$ cat config.mk
export PLATFORM = sky130hd
export DESIGN_NAME = arrow_chart_sequencer
export DESIGN_NICKNAME = d
export VERILOG_FILES = /design/src/rtl/arrow_chart_sequencer.sv
export SDC_FILE = /design/constraint.sdc
export NUM_CORES = 1
export LEC_CHECK = 0
export CAP_MARGIN = 20
export CELL_PAD_IN_SITES_DETAIL_PLACEMENT = 0
export CELL_PAD_IN_SITES_GLOBAL_PLACEMENT = 1
export CORE_ASPECT_RATIO = 2
export CORE_MARGIN = 4
export CORE_UTILIZATION = 44
export DETAILED_ROUTE_END_ITERATION = 8
export GPL_ROUTABILITY_DRIVEN = 0
export PLACE_DENSITY = 0.95
export SLEW_MARGIN = 30
export SYNTH_ARGS = -nofsm -noshare
export SYNTH_HDL_FRONTEND = slang
export SYNTH_SLANG_ARGS = --single-unit
$ cat constraint.sdc
create_clock -name Clk -period 6.3 [get_ports Clk]
set_clock_uncertainty 0.05 [all_clocks]
set_input_delay 1.26 -clock Clk [delete_from_list [all_inputs] [get_ports Clk]]
set_output_delay 1.26 -clock Clk [all_outputs]
set_load 0.05 [all_outputs]
$ cat src/rtl/arrow_chart_sequencer.sv
// arrow_chart_sequencer: reads a step chart from a synchronous ROM, one 4-bit {L,U,D,R} row
// per ROW_PITCH frames. It paces rows on frame_tick and drives shiftUp/stripArrows into the
// arrow-scroll stage.
// Optional feature: define CHART_LOOP_EN to make the end marker (4'hF) loop the chart back to
// row 0 instead of finishing the song.
module arrow_chart_sequencer #(
    parameter int unsigned ROW_PITCH = 80,
    parameter int unsigned ADDR_W    = 8
) (
    input  logic              Clk,
    input  logic              Reset_n,
    input  logic              frame_tick,
    input  logic              start,
    input  logic              pause,
    output logic [ADDR_W-1:0] chart_addr,
    input  logic [3:0]        chart_data,
    output logic              shiftUp,
    output logic [3:0]        stripArrows,
    output logic [ADDR_W-1:0] row_index,
    output logic              song_done,
    output logic              busy
);

    localparam int unsigned CNT_W = (ROW_PITCH > 1) ? $clog2(ROW_PITCH) : 1;
    localparam logic [CNT_W-1:0] LAST_CNT = CNT_W'(ROW_PITCH - 1);

    localparam logic [1:0] IDLE  = 2'd0;
    localparam logic [1:0] FETCH = 2'd1;
    localparam logic [1:0] PLAY  = 2'd2;
    localparam logic [1:0] DONE  = 2'd3;

    logic [1:0]       state_q;
    logic [CNT_W-1:0] scroll_cnt_q;
    logic [3:0]       row_buf_q;
    logic             row_vld_q;
    // 0: address being presented this cycle, 1: ROM data valid this cycle
    logic             fetch_ph_q;

    logic tick_ok;
    logic boundary;

    // Patterns with three arrows cannot be decoded by the scroll stage; blank them.
    function automatic logic [3:0] sanitize(input logic [3:0] p);
        logic [2:0] n;
        n = {2'b00, p[0]} + {2'b00, p[1]} + {2'b00, p[2]} + {2'b00, p[3]};
        return (n > 3'd2) ? 4'h0 : p;
    endfunction

    // Accepted tick and whether it lands on a row boundary with a loaded row
    always_comb begin
        tick_ok  = (state_q == PLAY) && frame_tick && !pause;
        boundary = (scroll_cnt_q == LAST_CNT) && row_vld_q;
    end

    // Busy while a chart is being fetched or played
    always_comb begin
        busy = (state_q == FETCH) || (state_q == PLAY);
    end

    // Sequencer state, row fetch engine and registered scroll outputs
    always_ff @(posedge Clk or negedge Reset_n) begin
        if (!Reset_n) begin
            state_q      <= IDLE;
            chart_addr   <= '0;
            scroll_cnt_q <= '0;
            row_buf_q    <= 4'h0;
            row_vld_q    <= 1'b0;
            fetch_ph_q   <= 1'b0;
            shiftUp      <= 1'b0;
            stripArrows  <= 4'h0;
            row_index    <= '0;
            song_done    <= 1'b0;
        end else if (start) begin
            // Restart from any state; a coincident frame_tick is dropped
            state_q      <= FETCH;
            chart_addr   <= '0;
            scroll_cnt_q <= '0;
            row_vld_q    <= 1'b0;
            fetch_ph_q   <= 1'b0;
            shiftUp      <= 1'b0;
            stripArrows  <= 4'h0;
            row_index    <= '0;
            song_done    <= 1'b0;
        end else begin
            // Two-cycle ROM read, shared by the initial fetch and background refetches
            if (busy && !row_vld_q) begin
                if (!fetch_ph_q) begin
                    fetch_ph_q <= 1'b1;
                end else begin
                    row_buf_q  <= chart_data;
                    row_vld_q  <= 1'b1;
                    fetch_ph_q <= 1'b0;
                    if (state_q == FETCH) begin
                        state_q <= PLAY;
                    end
                end
            end

            if (tick_ok) begin
                if (boundary) begin
                    scroll_cnt_q <= '0;
                    if (row_buf_q != 4'hF) begin
                        shiftUp     <= 1'b1;
                        stripArrows <= sanitize(row_buf_q);
                        row_index   <= row_index + ADDR_W'(1);
                        chart_addr  <= chart_addr + ADDR_W'(1);
                        row_vld_q   <= 1'b0;
                        fetch_ph_q  <= 1'b0;
                    end else begin
`ifdef CHART_LOOP_EN
                        shiftUp     <= 1'b1;
                        stripArrows <= 4'h0;
                        row_index   <= row_index + ADDR_W'(1);
                        chart_addr  <= '0;
                        row_vld_q   <= 1'b0;
                        fetch_ph_q  <= 1'b0;
`else
                        state_q     <= DONE;
                        shiftUp     <= 1'b0;
                        stripArrows <= 4'h0;
                        song_done   <= 1'b1;
`endif
                    end
                end else begin
                    if (scroll_cnt_q != LAST_CNT) begin
                        scroll_cnt_q <= scroll_cnt_q + CNT_W'(1);
                    end
                    shiftUp     <= 1'b0;
                    stripArrows <= 4'h0;
                end
            end
        end
    end

endmodule
==> impl_metrics.csv <==
group,metric,value,unit
run_status,status,"complete, no violations",
global_routing,grt_pass1_vias,1531,
cells_and_area,antenna_cells,0,
worst_setup_path,critPathKind,"register to output port",
worst_setup_path,worstPathRequired,4.99,ns
cells_and_area,final_common_cell,"dfrtp_1",
yosys,postSynthAreaPerCell,9.801,um^2
global_routing,grt_max_degree,38,
route,wirelength,4118,um
route,drc,0,
cells_and_area,multi_input_area,927.1,um^2
global_routing,overflow,0,
sta,grt_setup_unrepaired,"false",
yosys,syn_inst,198,
floorplanning,fp.dieW,54.96,um
sta,setup_viol,0,
sta,hold_viol_final,0,
yosys,syn_nets,218,
sta,worstMarginPinSlew,0.9015,ns
clocking,clock_path_buffers,2,
job,maxCapViolCount,0,
clocking,h-tree-depth,2,
cells_and_area,layout_common_cells,"dfrtp_1, clkdlybuf4s50_1, a21oi_1",
sta,slew_violations,0,
yosys,ys_seq_area_share,47.71,%
cells_and_area,layout-drive-gt1-share,6.494,%
route,drt-pass1-iter-count,4,
floorplanning,core_area,0.004297,mm^2
route,dr_total_vias,1557,
clocking,clk_latency,0.29,ns
floorplanning,pin_count,32,
cells_and_area,register_area,925.9,um^2
worst_setup_path,critPathSlowestCell,"clkdlybuf4s50_1",
placement,io_buffer_count,31,
floorplanning,start_util,45.17,%
clocking,cts_setup_buffers,0,
pwr,p_leak,1.045,nW
pwr,powerDensity,278.1,mW/mm^2
clocking,cts_hold_buf,0,
min_path,hp-class,"register to register",
route,drt_iter0_markers,31,
yosys,synth_cell_types,39,
clocking,cts_resized,0,
clocking,cts_made_buffers,5,
pwr,p_total,0.0006612,W
worst_setup_path,worstSetupStartpointType,"register",
yosys,synth_seq_cells,37,
sta,finalSetupTns,0,ns
sta,post-route-period-util,50.93,%
clocking,cts_tree,"built",
clocking,cts.sinks,37,
global_routing,grt_pass1_wl,6975,um
worst_setup_path,critPathCaptureType,"output port",
floorplanning,fp-row-count,34,
sta,fmax,0.3117,GHz
clocking,root_buffer,"clkbuf_8",
cells_and_area,final.fill_count,416,
sta,period_minus_slack,3.208,ns
pwr,ir_drop,267.0,uV
worst_setup_path,cp_cell_sequence,"inv_1 > ha_1 > clkdlybuf4s50_1",
sta,relSlewSlack,39.40,%
yosys,syn_area,0.001941,mm^2
route,ant_nets,0,
clocking,path_clk_slew,0.07,ns
worst_setup_path,arrival,1.90,ns
global_routing,grt_util_all_layers,16.94,%
floorplanning,die_area,0.005602,mm^2
worst_setup_path,cp_max_fo,4,
route,viasPerCell,5.463,
cells_and_area,syn2layout_area_growth,22.50,%
cells_and_area,final_nets,251,
route,wl_per_cell,14.45,um
floorplanning,die-height,101.9,um
worst_setup_path,slowest_delay,0.82,ns
global_routing,antenna_found_initial,0,
placement,dp_hpwl,2965,um
cells_and_area,final_core_utilization,55.33,%
yosys,yosys_warnings,0,
==> sequential cells by signal (all words and copies together), names as in the netlist <==
name / cells
song_done: 1
row_vld_q: 1
stripArrows: 4
state_q: 2
scroll_cnt_q: 7
shiftUp: 1
row_index: 8
fetch_ph_q: 1
chart_addr: 8
row_buf_q: 4
==> cell type report <==
class	instances	share of cell area [%]
tap	54	2.842
clock buffer	7	3.632
sequential	37	38.95
timing repair buffer	33	13.68
multi-input combinational	142	39.00
inverter	12	1.895
==> cell families after synthesis <==
| group | count (synthesis) | share of synthesized area (%) |
|---|---|---|
| and+or+nand+nor | 76 | 23.02 |
| AOI/OAI and AO/OA | 50 | 14.89 |
| DFF | 37 | 47.71 |
| buffers and inverters | 19 | 4.512 |
| adders and majority gates | 11 | 7.479 |
| xor gates and xnor gates | 4 | 1.806 |
| muxes | 1 | 0.5802 |
==> synthesized netlist by cell type <==
master | instances | share of area, %
nor2b_1 | 1 | 0.32
and3b_1 | 1 | 0.45
o21ai_0 | 16 | 4.1
nor4_1 | 1 | 0.32
a211oi_1 | 1 | 0.39
a32oi_1 | 5 | 2.3
buf_2 | 1 | 0.26
o41ai_1 | 1 | 0.45
a311oi_1 | 1 | 0.45
clkbuf_1 | 4 | 0.77
or3b_2 | 1 | 0.45
ha_1 | 10 | 6.4
o31ai_1 | 2 | 0.77
inv_1 | 12 | 2.3
nand3_1 | 5 | 1.3
a21o_1 | 1 | 0.39
nand4b_1 | 1 | 0.45
nand3b_4 | 2 | 2.1
mux2_2 | 1 | 0.58
fa_1 | 1 | 1.0
and4_1 | 1 | 0.45
xor2_1 | 2 | 0.90
nor4b_1 | 1 | 0.45
nor4_2 | 1 | 0.64
buf_6 | 2 | 1.2
nand4_1 | 5 | 1.6
xnor2_1 | 2 | 0.90
dfrtp_1 | 37 | 48
o21bai_1 | 1 | 0.39
nand2_1 | 16 | 3.1
a21oi_1 | 22 | 5.7
or3_1 | 10 | 3.2
nand3b_1 | 6 | 2.3
and3_1 | 2 | 0.64
or2_2 | 1 | 0.32
and2_1 | 2 | 0.64
or4_4 | 1 | 0.58
nor3_1 | 3 | 0.77
nor2_1 | 15 | 2.9
==> power breakdown <==
part	leakage (nW)	internal [W]	switching (W)
Sequential	0.503	0.000262	0.0000240
Clock	0.0443	0.0000868	0.0000814
Combinational	0.498	0.0000835	0.000123
Total	1.05	0.000432	0.000229
==> critical path: cells and delay by family (launching register included) <==
family	cells	cell delay (ns)
adder cells (fa/ha/maj)	1	0.34
buffers and inverters	2	0.88
flip-flops	1	0.39
==> path summary, 6_finish.rpt <==
| kind | start | cells after the start | slack [ns] | endpoint |
|---|---|---|---|---|
| min reg2reg | song_done$_DFFE_PN0P_ | 2 | 0.47 | song_done$_DFFE_PN0P_ |
| max in group asynchronous | Reset_n | 2 | 4.52 | scroll_cnt_q[5]$_DFFE_PN0P_ |
| min in group asynchronous | Reset_n | 2 | 1.35 | chart_addr[3]$_DFFE_PN0P_ |
| max | state_q[1]$_DFF_PN0_ | 3 | 3.09 | busy |
| max reg2reg | row_buf_q[0]$_DFFE_PN0P_ | 9 | 4.08 | stripArrows[1]$_DFFE_PN0P_ |
| min | song_done$_DFFE_PN0P_ | 2 | 0.47 | song_done$_DFFE_PN0P_ |
==> stage by stage <==
step | hold WS, ns | std cells | instance area, um^2 | setup WS, ns
global placement | 0.4526 | 278 | 2291 | 3.163
global route | 0.5091 | 285 | 2377 | 3.040
detailed placement | 0.4618 | 278 | 2291 | 3.129
finish | 0.4670 | 285 | 2377 | 3.092
CTS | 0.4729 | 285 | 2377 | 3.082
floorplan | 0.4363 | 198 | 1941 | 3.596
==> routing by layer <==
layer	share of wire [%]	GRT usage, %	up-vias
met5	0	0	-
met1	38	18.79	753
met4	1.8	6.742	0
met3	3.5	2.774	5
met2	56	30.47	28
li1	-	-	771
Note: power is estimated with default switching activity, not from simulation.
